$ cat src/rtl/ff_exerciser_pkg.sv
// ff_exerciser_pkg: shared op encodings, FSM states and LFSR constants for the flip-flop exerciser
package ff_exerciser_pkg;
  localparam logic [1:0] OP_DATA0 = 2'b00;
  localparam logic [1:0] OP_DATA1 = 2'b01;
  localparam logic [1:0] OP_SET = 2'b10;
  localparam logic [1:0] OP_RST = 2'b11;
  localparam logic [7:0] LFSR_TAPS = 8'hB8;
  localparam logic [7:0] LFSR_SEED_DEFAULT = 8'hA5;
  typedef enum logic [2:0] {S_IDLE, S_APPLY, S_SETTLE, S_SAMPLE, S_DONE} state_t;
endpackage

$ cat src/rtl/ff_exerciser_lfsr.sv
// ff_exerciser_lfsr: 8-bit Fibonacci stimulus LFSR with load and step enables
module ff_exerciser_lfsr
  import ff_exerciser_pkg::*;
#(
  parameter logic [7:0] SEED = LFSR_SEED_DEFAULT
) (
  input  logic       clk,
  input  logic       reset,
  input  logic       load,
  input  logic       step,
  output logic [7:0] stepped
);
  logic [7:0] lfsr;
  assign stepped = {lfsr[6:0], ^(lfsr & LFSR_TAPS)};
  always_ff @(posedge clk) begin
    if (reset || load) lfsr <= SEED;
    else if (step) lfsr <= stepped;
  end
endmodule

$ cat src/rtl/ff_exerciser.sv
// ff_exerciser: drives a set/reset D flip-flop with LFSR vectors and counts q mismatches
module ff_exerciser
  import ff_exerciser_pkg::*;
#(
  parameter int NUM_VECTORS = 64,
  parameter int SETTLE_CYCLES = 2,
  parameter logic [7:0] LFSR_SEED = LFSR_SEED_DEFAULT,
  parameter int ERR_W = 8,
  localparam int VW = $clog2(NUM_VECTORS) + 1,
  localparam int CW = $clog2(SETTLE_CYCLES + 1)
) (
  input  logic             clk,
  input  logic             reset,
  input  logic             start,
  input  logic             ff_q,
  output logic             ff_d,
  output logic             ff_set,
  output logic             ff_reset,
  output logic             busy,
  output logic             done,
  output logic             pass,
  output logic [ERR_W-1:0] err_count,
  output logic [VW-1:0]    vec_index
);
  state_t state, state_n;
  logic [CW-1:0] cnt;
  logic [7:0] lfsr_step, vec;
  logic [1:0] op;
  logic [VW-1:0] vec_n;
  logic [ERR_W-1:0] err_n;
  logic accept, step, last, entering, q_n, exp_q;

  ff_exerciser_lfsr #(.SEED(LFSR_SEED)) u_lfsr (
    .clk(clk), .reset(reset), .load(accept), .step(step), .stepped(lfsr_step)
  );

  // Outputs are registered from the next-state view so the APPLY cycle already carries its vector.
  always_comb begin
    accept = (state == S_IDLE || state == S_DONE) && start;
    step = state == S_SAMPLE;
    last = vec_index == VW'(NUM_VECTORS - 1);
    state_n = accept ? S_APPLY
            : state == S_APPLY ? S_SETTLE
            : state == S_SETTLE && cnt == '0 ? S_SAMPLE
            : step ? (last ? S_DONE : S_APPLY)
            : state;
    entering = state_n == S_APPLY;
    vec_n = accept ? '0 : step ? vec_index + VW'(1) : vec_index;
    vec = accept ? LFSR_SEED : lfsr_step;
    op = vec_n == '0 ? OP_RST : vec[1:0];
    q_n = op == OP_SET ? 1'b1 : op == OP_RST ? 1'b0 : vec[2];
    err_n = accept ? '0
          : step && ff_q != exp_q && err_count != '1 ? err_count + ERR_W'(1)
          : err_count;
  end

  always_ff @(posedge clk) begin
    if (reset) begin
      state <= S_IDLE;
      cnt <= '0;
      vec_index <= '0;
      err_count <= '0;
      exp_q <= 1'b0;
      ff_d <= 1'b0;
      ff_set <= 1'b0;
      ff_reset <= 1'b0;
      busy <= 1'b0;
      done <= 1'b0;
      pass <= 1'b0;
    end else begin
      state <= state_n;
      cnt <= state == S_APPLY ? CW'(SETTLE_CYCLES - 1) : cnt - CW'(state == S_SETTLE);
      vec_index <= vec_n;
      err_count <= err_n;
      ff_set <= entering && op == OP_SET;
      ff_reset <= entering && op == OP_RST;
      if (entering) begin
        exp_q <= q_n;
        ff_d <= q_n;
      end
      busy <= state_n == S_APPLY || state_n == S_SETTLE || state_n == S_SAMPLE;
      done <= state_n == S_DONE;
      pass <= state_n == S_DONE && err_n == '0;
    end
  end
endmodule

$ cat config.mk
export PLATFORM = sky130hd
export DESIGN_NAME = ff_exerciser
export DESIGN_NICKNAME = d
export VERILOG_FILES = /design/src/rtl/ff_exerciser_pkg.sv /design/src/rtl/ff_exerciser_lfsr.sv /design/src/rtl/ff_exerciser.sv
export SDC_FILE = /design/constraint.sdc
export NUM_CORES = 1
export LEC_CHECK = 0
export BUFFER_PORTS_ARGS = -buffer_cell sky130_fd_sc_hd__buf_4
export CAP_MARGIN = 20
export CORE_MARGIN = 4
export CORE_UTILIZATION = 45
export CTS_BUF_LIST = sky130_fd_sc_hd__clkbuf_8
export DETAILED_ROUTE_END_ITERATION = 6
export GPL_TIMING_DRIVEN = 0
export HOLD_SLACK_MARGIN = 0.12
export PLACE_DENSITY = 0.72
export SYNTH_ARGS = -nofsm -noshare
export SYNTH_HDL_FRONTEND = slang
export SYNTH_HIERARCHICAL = 1
export SYNTH_SLANG_ARGS = --single-unit
$ cat constraint.sdc
create_clock -name clk -period 2.4 [get_ports clk]
set_input_delay 0.36 -clock clk [delete_from_list [all_inputs] [get_ports clk]]
set_output_delay 0.36 -clock clk [all_outputs]
set_load 0.05 [all_outputs]
# ---- Word-level counts from Yosys, hierarchy flattened
# Index checks and enable logic that the tools add are counted.
dict set report word_totals {
  out_inout_bits 21
  mem_count 0
  in_bits 4
  latchBits 0
  elab_cells 59
  mem_bits_ro 0
  reg_bits 34
  ram_bits 0
}
dict set report classes {
  shifts 0
  n_eq_ne 13
  n_reduce_logical 17
  bitwise_logic 0
  div 0
  mul 0
  n_addsub 3
  order_cmp 0
  muxes 14
}
# operator n
set ops {}
lappend ops {{$mux W3} 6}
lappend ops {{$mux W8} 2}
lappend ops {{$mux W7} 2}
lappend ops {{$eq A3 B2 Y1 const B} 4}
lappend ops {{$add A8 B1 Y8 const B} 1}
lappend ops {{$logic_not A8 Y1} 1}
lappend ops {{$ne A8 B8 Y1 const B} 1}
lappend ops {{$reduce_xor A8 Y1} 1}
lappend ops {{$add A7 B1 Y7 const B} 1}
lappend ops {{$eq A7 B6 Y1 const B} 1}
lappend ops {{$logic_and A1 B1 Y1} 7}
lappend ops {{$logic_not A7 Y1} 1}
lappend ops {{$eq A3 B1 Y1 const B} 2}
lappend ops {{$eq A3 B3 Y1 const B} 2}
lappend ops {{$eq A2 B2 Y1 const B} 2}
lappend ops {{$logic_or A1 B1 Y1} 4}
lappend ops {{$logic_not A3 Y1} 1}
lappend ops {{$mux W1} 3}
lappend ops {{$logic_not A2 Y1} 1}
lappend ops {{$mux W2} 1}
lappend ops {{$reduce_or A2 Y1} 1}
lappend ops {{$sub A2 B1 Y2} 1}
lappend ops {{$ne A1 B1 Y1} 1}

# ---- Longest topological paths before layout
# Gate-level depths: netlist of run 1.
dict set report depth {
  word_depth 9
  mapped_depth 8
  ltp_nobuf 7
}

# ---- Cells and area by module
# Netlist of run 1, hierarchy kept.
# mod seq_area_each_um2 area_each_um2 cells_per_inst instances
set by_module_without_submodules {}
lappend by_module_without_submodules {ff_exerciser 520.5 1446.4 173 1}
lappend by_module_without_submodules {ff_exerciser_lfsr 160.2 377.9 38 1}

# ---- Worst setup path after synthesis of run 1
# Ideal clock, no wire load.
dict set report synth_path {
  path_kind {flip-flop to flip-flop}
  start {register vec_index[0]}
  end {register ff_reset}
  t_arrival_ns 2.209
  path_stages_with_launch 8
  synth_period_minus_slack_ns 2.323
  path_buffers 0
  t_required_ns 2.285
  setup_slack_ns 0.077
  setup_ns 0.115
  path_cell_list {dfxtp_1 -> ha_1 -> nand3_1 -> or3_1 -> a31o_2 -> o311ai_0 -> nor2_1 -> o21a_1}
}
dict set report synth_between {
  elab_chain_cells 8
  elab_cells_between_ends 14
  classes_between {1 x add/sub; 3 x eq/ne; 8 x mux; 2 x reduce/logical}
}
# element line_no
set synth_rtl {}
lappend synth_rtl {{start, declared} ff_exerciser.sv:23} ;# output logic [VW-1:0] vec_index
lappend synth_rtl {{start signal, assigned} ff_exerciser.sv:73} ;# vec_index <= vec_n;
lappend synth_rtl {{branches (longest 7 deep; another with $add A7 B1 Y7)} -}
lappend synth_rtl {{$logic_and A1 B1 Y1 *} ff_exerciser.sv:76} ;# ff_reset <= entering && op == OP_RST;
lappend synth_rtl {{end signal, assigned} ff_exerciser.sv:66} ;# ff_reset <= 1'b0;
lappend synth_rtl {{end signal, assigned} ff_exerciser.sv:76}
lappend synth_rtl {{end, declared} ff_exerciser.sv:18} ;# output logic ff_reset,
# Every way passes the cells marked *.
# A chain may end at the register's enable or synchronous reset.

# ---- Worst setup path in the final report of run 1
dict set report layout_path {
  start {register vec_index[1]}
  end {register ff_set}
}
dict set report layout_between {
  elab_chain_cells 8
  elab_cells_between_ends 14
  classes_between {1 x add/sub; 3 x eq/ne; 8 x mux; 2 x reduce/logical}
}
# element line_no
set layout_rtl {}
lappend layout_rtl {{branches (longest 7 deep; another with $add A7 B1 Y7)} -}
lappend layout_rtl {{$logic_and A1 B1 Y1 *} ff_exerciser.sv:75} ;# ff_set <= entering && op == OP_SET;
lappend layout_rtl {{end signal, assigned} ff_exerciser.sv:65} ;# ff_set <= 1'b0;
lappend layout_rtl {{end signal, assigned} ff_exerciser.sv:75}
lappend layout_rtl {{end, declared} ff_exerciser.sv:17} ;# output logic ff_set,
# Marks and branches as above.

==> results.toml, run 1 <==
[status]
status = "finished clean"

[floorplanning]
die_h_um = 71.01
start_util_pct = 47.73
dieArea_um2 = 5042
coreArea_um2 = 3744
io_pins = 25
die_w_um = 71.01
rows = 22

[setup_path]
cpPeakStageDelay_ns = 0.45
crit_chain = "ha_2 -> nand3_1 -> or3_1 -> a31o_2 -> o311ai_0 -> nor2_1 -> nor4_1"
crit_buf_inv = 0
critPathTopFamily = "simple AND/OR/NAND/NOR gates"
startpoint_type = "flop"
cp.arrival_ns = 2.42
cp_max_fo = 6
worstSetupPathType = "reg2reg"
cp.required_ns = 2.57
crit_path_top_delay_cell = "dfxtp_1"
timing.critical_path.to_type = "flop"

[sta]
setup_viol = 0
setup_ws_ns = 0.1515
final_hold_viol_count = 0
rsz0062_at_grt = "false"
period_share_pct = 93.69
final_max_slew_viol_count = 0
min_period_ns = 2.248
relSlewSlack_pct = 66.69
fin_skew_ns = 0.007341
clock.fmax_mhz = 444.7
setup-tns-final_ns = 0
hold_ws_ns = 0.2917
tightest_slew_ns = 0.4996

[cts]
clockRootBuffer = "clkbuf_8"
cts_tree = "built"
cts_setup_buffers = 0
cts_buffer_depth = 2
hold_buffers = 0
cts_sinks = 34
clk_latency_ns = 0.28
clkTransAtPathRegs_ns = 0.07
cts-buffers-inserted = 5
htree_num_levels = 2

[pwr]
p_leak_nw = 0.8616
vdd_drop_max_uv = 402.0
total_power_mw = 1.169
powerDensity_nw_per_um2 = 549.7

[route]
routed_wl_mm = 3.511
via_count = 1511
wl_per_cell_um = 12.28
post-route-drc-count = 0
drt_iter0_drc = 82
routed_via_density = 5.283
ant_nets = 0
dr.pass1.iters = 4

[cells_and_area]
fill_cells = 351
fin_cells = 286
diodes = 0
nets = 244
area_delta_synth_final_pct = 18.98
drive_gt1_share_pct = 25.21

[global_routing]
antenna_found_initial = 0
met3_usage_pct = 4.545
grt_use_met2_pct = 22.86
grt_use_met1_pct = 19.41
grt_pass1_wl_mm = 6.009
gr-total-overflow = 0
grt_pass1_vias = 1342
grt_max_degree = 12
busiest_layer = "met2"
grt_use_total_pct = 14.60

[synthesis]
synthCells = 206
yosysWarnings = 6
synth_area_um2 = 1787
avgSynthCellArea_um2 = 8.673
synthesis.nets = 213

[placement]
pre_cts_ws_ns = 0.1507
dp.cells = 278
portBuffers = 24
hpwl_mm = 2.615
place_congestion = 0.8101

[hold_path]
hp-class = "in2reg"

[run]
cap_viol_max_count = 0
worst paths after layout:
check,from,cells after the start,to,slack [ns]
hold / removal,reset,2,pass$_SDFF_PP0_,0.29
setup reg to reg,vec_index[1]$_SDFF_PP0_,7,ff_set$_SDFF_PP0_,0.15
hold reg to reg,u_lfsr/lfsr[6]$_SDFFE_PP0P_,2,u_lfsr/lfsr[7]$_SDFFE_PP1P_,0.48
setup / recovery,vec_index[1]$_SDFF_PP0_,7,ff_set$_SDFF_PP0_,0.15
through the flow:
step	area (um2)	utilization [%]
3_3_place_gp	2027	54.14
5_1_grt	2126	56.78
4_1_cts	2122	56.68
2_1_floorplan	1787	-
3_5_place_dp	2027	54.14
6_report	2126	56.78
what timing repair did:
action,CTS,global route
setup endpoints to repair,0,1
hold endpoints to repair,0,0
resized for setup,0,2
placed cells by master (no fill, tap or decap), types with 2 or more instances in the layout:
cell       n
dfxtp_1   33
nor2_1    31
buf_4     27
nand2_1   20
a21oi_1   11
xnor2_1   10
mux2i_1   10
buf_2      8
xor2_1     8
nor3_1     6
clkbuf_8   6
nand2b_1   5
o21ai_0    5
nand3_1    4
inv_1      3
nand4_1    3
or3_1      3
nor2b_1    3
clkbuf_1   2
and3_1     2
nor4_1     2
o21ai_1    2
mux2_2     2
a31oi_1    2
or2_2      2
ha_1       2
where the power goes:
part | switching, mW | total (mW) | leakage (nW) | internal, mW
Combinational | 0.0920 | 0.146 | 0.538 | 0.0545
Clock | 0.203 | 0.433 | 0.0472 | 0.230
Sequential | 0.00856 | 0.589 | 0.276 | 0.581
final cells by class:
class / instances / area (um2) / area share (%)
inverters: 4 / 15.01 / 0.7063
plain buffers: 14 / 81.33 / 3.826
clock buffers: 6 / 82.58 / 3.885
well taps: 48 / 60.06 / 2.825
repair buffers: 24 / 180.2 / 8.476
clock inverters: 2 / 12.51 / 0.5886
multi-input cells: 154 / 1012 / 47.62
flip-flops and latches: 34 / 681.9 / 32.08
registers in the layout, indices dropped and copies added, names as in the netlist:
register	count
pass	1
ff_d	1
ff_reset	1
state	3
vec_index	7
busy	1
err_count	8
cnt	2
u_lfsr/lfsr	8
ff_set	1
done	1
per-layer routing:
metal,routed length [um],part of all wire (%),vias to the layer above
met4,31,0.88,0
li1,-,-,777
met3,229,6.5,4
met5,0,0,-
met1,1640,47,688
met2,1608,46,42
Power figures use the tool's default switching activity.
==> run 2, diff against run 1 <==
--- a/config.mk
+++ b/config.mk
@@ -7,6 +7,7 @@
 export LEC_CHECK = 0
 export BUFFER_PORTS_ARGS = -buffer_cell sky130_fd_sc_hd__buf_4
 export CAP_MARGIN = 20
+export CORE_ASPECT_RATIO = 0.6
 export CORE_MARGIN = 4
 export CORE_UTILIZATION = 45
 export CTS_BUF_LIST = sky130_fd_sc_hd__clkbuf_8
==> run 2 against run 1 <==
Against the previous run: cell area up 1.2%; combinational power grew 3%; count of clock-buffer cells in the layout grew 2; register-to-register slack improved by 0.06 ns; worst hold slack got worse by 0.011 ns; core utilization grew 0.70 points; sequential share of layout area is 0.39 points lower; worst setup slack better by 0.059 ns; via count is 0.99% lower; die area is 0.66% higher; critical path type unchanged; maximum frequency rose by 2.7%.
==> results.toml, run 2 (synthesis results as in run 1) <==
[status]
status = "finished clean"

[cts]
clkTransAtPathRegs_ns = 0.07
cts_sinks = 34
cts-buffers-inserted = 5
clockRootBuffer = "clkbuf_8"
htree_num_levels = 2
cts_setup_buffers = 0
cts_buffer_depth = 2
clk_latency_ns = 0.29
cts_tree = "built"

[route]
wl_per_cell_um = 13.25
via_count = 1496
ant_nets = 0
drt_iter0_drc = 67
routed_via_density = 5.249
post-route-drc-count = 0
dr.pass1.iters = 4
routed_wl_mm = 3.777

[pwr]
powerDensity_nw_per_um2 = 577.7
total_power_mw = 1.243
p_sw_share_pct = 25.60
p_leak_nw = 0.8694
p_int_mw = 0.9250
p_sw_mw = 0.3182
pwr-share-comb_pct = 12.1
p_clk_share_pct = 40.5
p_seq_share_pct = 47.4
vdd_drop_max_uv = 326.8

[placement]
hpwl_mm = 2.863
place_area_um2 = 2026
portBuffers = 24
place_congestion = 0.8310

[floorplanning]
die_h_um = 56.81
rows = 17
die_w_um = 89.35
start_util_pct = 47.73
dieArea_um2 = 5076
coreArea_um2 = 3744
io_pins = 25

[setup_path]
rr_endpoint = "ff_set$_SDFF_PP0_"
cpPeakStageDelay_ns = 0.46
r2r-start = "vec_index[1]$_SDFF_PP0_"
cp.required_ns = 2.60
cp.arrival_ns = 2.39
cp.depth = 7
timing.critical_path.to_type = "flop"
cp_max_fo = 6
crit_path_end = "ff_set$_SDFF_PP0_"
worst-r2r-setup-slack_ns = 0.21
worstSetupPathType = "reg2reg"
startpoint_type = "flop"
critPathTopFamily = "simple AND/OR/NAND/NOR gates"
crit_path_top_delay_cell = "or3_1"
crit_buf_inv = 0
crit_chain = "ha_2 -> nand3_1 -> or3_1 -> a31o_2 -> o311ai_0 -> nor2_1 -> nor4_2"
reg2reg_depth = 7
startpoint = "vec_index[1]$_SDFF_PP0_"

[cells_and_area]
stdcell_area_um2 = 2152
diodes = 0
post-route-util_pct = 57.49
drive_gt1_share_pct = 26.47
nets = 244
reg_top3 = "err_count: 8 flops, u_lfsr/lfsr: 8 flops, vec_index: 7 flops"
layout_commonest_cell = "dfxtp_1"
mostFrequentLayoutCells = "dfxtp_1, nor2_1, buf_4"
area_delta_synth_final_pct = 20.45

[sta]
final_max_slew_viol_count = 0
final_hold_viol_count = 0
tightest_slew_ns = 0.5097
fin_skew_ns = 0.005503
hold_ws_ns = 0.2807
min_period_ns = 2.190
period_share_pct = 91.24
setup-tns-final_ns = 0
setup_viol = 0
clock.fmax_mhz = 456.7
rsz0062_at_grt = "false"
relSlewSlack_pct = 66.02

[hold_path]
min_path_cells = 2
hp-class = "in2reg"

[global_routing]
grt_pass1_vias = 1323
grt_pass1_wl_mm = 6.334
gr-total-overflow = 0
grt_use_total_pct = 16.46
grt_max_degree = 11
antenna_found_initial = 0

[run]
cap_viol_max_count = 0
==> run 2: worst min-delay path by stage <==
stage / start / end / slack [ns]
detailed placement: u_lfsr/lfsr[2]$_SDFFE_PP1P_ / u_lfsr/lfsr[2]$_SDFFE_PP1P_ / 0.46
CTS: reset / pass$_SDFF_PP0_ / 0.28
finish: reset / pass$_SDFF_PP0_ / 0.28
global route: reset / pass$_SDFF_PP0_ / 0.29
global placement: u_lfsr/lfsr[2]$_SDFFE_PP1P_ / u_lfsr/lfsr[2]$_SDFFE_PP1P_ / 0.46
floorplan: reset / pass$_SDFF_PP0_ / 0.44
==> run 2: timing repair <==
item                                    CTS  global route
resized for setup                         0             5
hold buffers                              0             0
endpoints found under the setup margin    0             4
==> run 2: layer usage <==
layer | vias to the layer above | GRT usage, % | wire length [um]
li1 | 773 | - | -
met4 | 0 | 6.369 | 68
met5 | - | 0 | 0
met2 | 31 | 19.62 | 1338
met3 | 8 | 5.132 | 213
met1 | 684 | 26.08 | 2156
==> run 2: cell type report <==
type	instances	area [um2]
Multi-Input combinational cell	154	1021
Timing Repair Buffer	24	180.2
Clock buffer	8	110.1
Buffer	14	81.33
Inverter	4	18.77
Sequential cell	34	681.9
Fill cell	341	1592
Tap cell	47	58.81
==> run 2: stage by stage <==
step	setup WS [ns]	instances
after floorplan	0.07679	206
after global placement	0.1709	277
after detailed placement	0.1360	277
after CTS	0.1132	285
after global routing	0.008766	285
final	0.2102	285
==> run 2: power by group through the flow <==
stage	Combinational [mW]	Sequential [mW]	Clock [mW]
3_5_place_dp	0.148	0.603	0
6_report	0.150	0.590	0.503
4_1_cts	0.149	0.590	0.511
5_1_grt	0.165	0.591	0.536
2_1_floorplan	0.0940	0.618	0
3_3_place_gp	0.146	0.602	0
